[config.mk]
export PLATFORM = sky130hd
export DESIGN_NAME = c2670_resp_misr
export DESIGN_NICKNAME = d
export VERILOG_FILES = /design/src/rtl/c2670_resp_misr.sv
export SDC_FILE = /design/constraint.sdc
export NUM_CORES = 1
export LEC_CHECK = 0
export BUFFER_PORTS_ARGS = -buffer_cell sky130_fd_sc_hd__buf_2
export CAP_MARGIN = 20
export CORE_UTILIZATION = 40
export CTS_BUF_LIST = sky130_fd_sc_hd__clkbuf_4 sky130_fd_sc_hd__clkbuf_8
export CTS_CLUSTER_SIZE = 24
export DETAILED_ROUTE_END_ITERATION = 8
export GPL_ROUTABILITY_DRIVEN = 0
export PLACE_DENSITY = 0.81
export SYNTH_ARGS = -nofsm -noshare
export SYNTH_HDL_FRONTEND = slang
export SYNTH_SLANG_ARGS = --single-unit
[constraint.sdc]
create_clock -name clk -period 2.3 [get_ports clk]
set_clock_uncertainty 0.1 [all_clocks]
set_input_delay 0.23 -clock clk [delete_from_list [all_inputs] [get_ports clk]]
set_output_delay 0.23 -clock clk [all_outputs]
set_load 0.01 [all_outputs]
[src/rtl/c2670_resp_misr.sv]
// Response compactor for c2670: XOR-folds each 140-bit response to 32 bits and
// accumulates it into a Galois MISR. Optional golden compare: MISR_GOLDEN_CMP_EN.
module c2670_resp_misr #(
    parameter int          WIDTH       = 140,
    parameter int          NUM_VECTORS = 8,
    parameter logic [31:0] SEED        = 32'h0000_0000
) (
    input  logic                               clk,
    input  logic                               rst,
    input  logic                               start,
    input  logic                               resp_valid,
    input  logic [WIDTH-1:0]                   resp_data,
    output logic                               resp_ready,
    output logic                               busy,
    output logic                               done,
    output logic [$clog2(NUM_VECTORS+1)-1:0]   vec_count,
    output logic [31:0]                        signature,
    input  logic [31:0]                        golden,
    output logic                               pass
);

    localparam int          CW     = $clog2(NUM_VECTORS + 1);
    localparam int          NCHUNK = (WIDTH + 31) / 32;
    localparam logic [31:0] POLY   = 32'h0040_0007;
    localparam logic [CW-1:0] LAST_IDX = CW'(NUM_VECTORS - 1);
    localparam logic [CW-1:0] MAX_CNT  = CW'(NUM_VECTORS);

    typedef enum logic [1:0] {IDLE, RUN, DONE} state_t;
    state_t state;

    logic [NCHUNK*32-1:0] padded;
    logic [31:0]          fold;
    logic [31:0]          misr_next;
    logic                 accept;
    logic                 last;

    // Zero-extend to a whole number of 32-bit chunks before folding
    always_comb begin
        padded = '0;
        padded[WIDTH-1:0] = resp_data;
        fold = '0;
        for (int k = 0; k < NCHUNK; k++) begin
            fold = fold ^ padded[k*32 +: 32];
        end
        misr_next = {signature[30:0], 1'b0} ^ (signature[31] ? POLY : 32'h0) ^ fold;
    end

    assign accept = (state == RUN) && resp_valid && !start;
    assign last   = (vec_count == LAST_IDX);

    always_ff @(posedge clk) begin
        if (rst) begin
            state      <= IDLE;
            signature  <= SEED;
            vec_count  <= '0;
            resp_ready <= 1'b0;
            busy       <= 1'b0;
            done       <= 1'b0;
`ifdef MISR_GOLDEN_CMP_EN
            pass       <= 1'b0;
`endif
        end else if (start) begin
            state      <= RUN;
            signature  <= SEED;
            vec_count  <= '0;
            resp_ready <= 1'b1;
            busy       <= 1'b1;
            done       <= 1'b0;
`ifdef MISR_GOLDEN_CMP_EN
            pass       <= 1'b0;
`endif
        end else if (accept) begin
            signature <= misr_next;
            if (vec_count != MAX_CNT) begin
                vec_count <= vec_count + CW'(1);
            end
            if (last) begin
                state      <= DONE;
                resp_ready <= 1'b0;
                busy       <= 1'b0;
                done       <= 1'b1;
`ifdef MISR_GOLDEN_CMP_EN
                pass       <= (misr_next == golden);
`endif
            end
        end
    end

`ifndef MISR_GOLDEN_CMP_EN
    logic unused_golden;
    assign unused_golden = ^golden;
    assign pass = 1'b0;
`endif

endmodule
==> summary.md <==
| Metric | Value |
|---|---|
| Max clock buf depth | 2 |
| Setup Viol. Count Final | 0 |
| GRT Total Usage | 0.1649 |
| Fin crit period | 1576 ps |
| Static Leak | 1.996 nW |
| R2R Setup Slk | 720 ps |
| Die Height | 85.75 um |
| Area Growth Syn to Fin | 38.45% |
| Die W | 85.75 um |
| Setup TNS | 0 ps |
| H-tree Lvls | 2 |
| Vias per cell | 4.592 |
| Initial DRC Count | 46 |
| WL met1 | 2287 um |
| First-pass GRT wire length | 9446 um |
| Ys async rst share | 0 |
| Post-Syn Nets | 434 |
| Biggest area consumer among synthesized cells | xnor3_1 |
| Clock latency on the worst-skew pair | 280 ps |
| Setup crit end kind | flop |
| Post-cts hold buffer count | 0 |
| Hold Crit Start | rst |
| Core area | 0.006794 mm2 |
| Most frequent cells after synthesis | xnor2_1 (60), dfxtp_1 (38), xnor3_1 (34), nand3_1 (21), o21ai_1 (20) |
| Crit path DAT | 1690 ps |
| Kind of critical path | reg -> reg |
| Number of synthesized flops with an enable pin | 0 |
| Post-Syn Instances | 256 |
| DRT Pass-1 Iters | 4 |
| Via count | 2434 |
| Top cell type's share of synthesized area | 0.2730 |
| Share of layout cells above drive strength 1 | 0.4585 |
| Initial Utilization | 0.4129 |
| Clock Pin Slew Worst Setup and Hold Paths | 70 ps |
| Max incr delay on CP | 420 ps |
| R2r endpoint | vec_count[2] |
| Vias in the first global route | 2218 |
| Io pins | 216 |
| CTS Sinks | 38 |
| DRC errors left | 0 |
| WL/cell | 11.52 um |
| Flop and latch count out of synthesis | 38 |
| Peak supply drop | 244.0 uV |
| Final hold vios | 0 |
| Required time worst endpoint | 2410 ps |
| Final period utilization | 0.6851 |
| Post-CTS Setup Bufs | 0 |
| Reg2reg path depth | 5 |
| Slew headroom | 0.5388 |
| # rows | 30 |
| Largest net degree at the start of global routing | 27 |
| WL met2 | 3315 um |
| Critical Path Slowest Stage Cell | or4_4 |
| Number of nets with antenna violations after routing | 0 |
| PD cells | 437.0 mW/mm2 |
| Synth area leaders | xnor3_1 (27%), dfxtp_1 (27%), xnor2_1 (19%) |
| CTS tree | done |
| Synthesized area | 0.002805 mm2 |
| WHS Endpoint | state[0] |
| Met3 WL | 428 um |
| F_max | 0.6346 GHz |
| Outcome | finished, final reports clean |
| Synth Warn # | 0 |
| Syn Area/Cell | 10.96 um2 |
| # nets final | 611 |
| WL final | 6107 um |
| Post-layout instance count excluding filler cells | 530 |
| Clock root buffer | clkbuf_8 |
| Hold path depth | 2 |
| Netlist cell types | 32 |
| Register area share after synthesis | 0.2712 |
| Die ar. | 0.007352 mm2 |
| Worst Tran Pin Value | 690.1 ps |
| Highest routed layer | met4 |
| Most common cell in the netlist | xnor2_1 |
| Class of the worst hold path | in -> reg |
| DPL Wire Length | 5125 um |
| CTS buffer count | 5 |
| Antenna violations before repair | 0 |
| Startpoint Class | flop |
| CP Max Fanout | 6 |
| I/O Buffers | 182 |
| Max-cap viol count | 0 |
| Max-slew violation count | 0 |
| Cells after DPL | 522 |
| Critical Path, Cell by Cell | inv_1, ha_1, and3b_1, or4_4, a21oi_2 |
| Worst r2r src | vec_count[0] |
| RSZ-0062 raised after global routing | no |
| Post_cts resized | 0 |
| ANT cells | 0 |
| Grt total ovfl | 0 |
| Ys flop type | dfxtp_1 |
## critical path: cells and delay by family, from the launching register on
family                     cells  cell delay [ps]
AOI/OAI and AO/OA              1              130
adders and majority gates      1              180
buffers and inverters          1               60
DFF                            1              400
and+or+nand+nor                2              630
## worst max-delay path by stage
stage / from / to / slack (ps)
2_1_floorplan: vec_count[0] / vec_count[2] / 760
3_3_place_gp: state[1] / signature[30] / 740
3_5_place_dp: state[1] / signature[30] / 720
4_1_cts: vec_count[0] / vec_count[2] / 710
5_1_grt: state[0] / signature[30] / 570
6_report: vec_count[0] / vec_count[2] / 720
## routing by layer
metal,global-route usage,vias to the layer above
li1,-,1234
met1,0.1683,1075
met2,0.3229,117
met3,0.04427,8
met4,0.05303,0
met5,0,-
## layout by cell type, fill, tap and decap left out
cell	Yosys	routed
inv_1	4	4
nor2_1	13	12
xnor2_1	60	60
a21oi_1	3	3
conb_1	1	1
buf_4	2	3
dfxtp_1	38	38
and2_1	1	1
clkbuf_4	0	1
nand3b_1	1	1
clkbuf_8	0	6
nand2_1	1	1
a211oi_1	11	11
xnor3_1	34	34
o21ai_1	20	20
buf_2	7	182
o21a_1	1	1
nor2_2	0	1
and3b_1	1	1
clkinv_2	0	1
and4_1	1	1
xnor2_2	2	2
or4_4	1	1
nand4_1	1	1
and4bb_1	1	1
o21ai_0	4	4
a31o_2	1	1
ha_1	2	2
a21oi_2	1	1
xor2_1	13	13
or3_1	1	1
or2_1	1	1
nand4bb_1	1	1
nor3_1	1	1
nand3_1	21	21
## sequential cells by signal, indices dropped and copies added, names as in the netlist
register	cells
state	2
signature	32
vec_count	4
## area by class of cell
| cell class | instances | area, um2 |
|---|---|---|
| clock buffers | 7 | 90.09 |
| clock inverters | 1 | 5.005 |
| fillers | 614 | 2910 |
| inverters | 4 | 15.01 |
| multi-input cells | 199 | 1959 |
| flip-flops and latches | 38 | 760.7 |
| well taps | 96 | 120.1 |
| repair buffers | 185 | 933.4 |
## metrics by stage
step                      hold slack (ps)    util  cell area, um2  total power, mW  setup slack (ps)
after global placement              336.6  0.5576            3789            1.231             737.0
after CTS                           37.50  0.5716            3884            1.730             705.7
final                               51.18  0.5716            3884            1.697             724.2
after global routing                41.63  0.5716            3884            1.803             572.3
after floorplan                     209.3       -            2805            1.055             755.1
after detailed placement            346.3  0.5576            3789            1.242             715.4
## cell families (layout without fill, tap and decap cells)
| group | count (synthesis) | after routing | synth area share |
|---|---|---|---|
| other cells | 1 | 1 | 0.001337 |
| buf+inv | 19 | 197 | 0.03122 |
| fa+ha+maj | 2 | 2 | 0.008919 |
| flops | 38 | 38 | 0.2712 |
| simple gates | 46 | 46 | 0.08832 |
| xor+xnor | 109 | 109 | 0.5125 |
| compound gates | 41 | 41 | 0.08653 |
## power by group
group	total [mW]	internal, mW	switching, mW
clock network	0.476	0.254	0.223
registers	0.679	0.669	0.0102
logic	0.542	0.351	0.191
total	1.70	1.27	0.424
No activity file was read; power rests on OpenSTA's default activity.
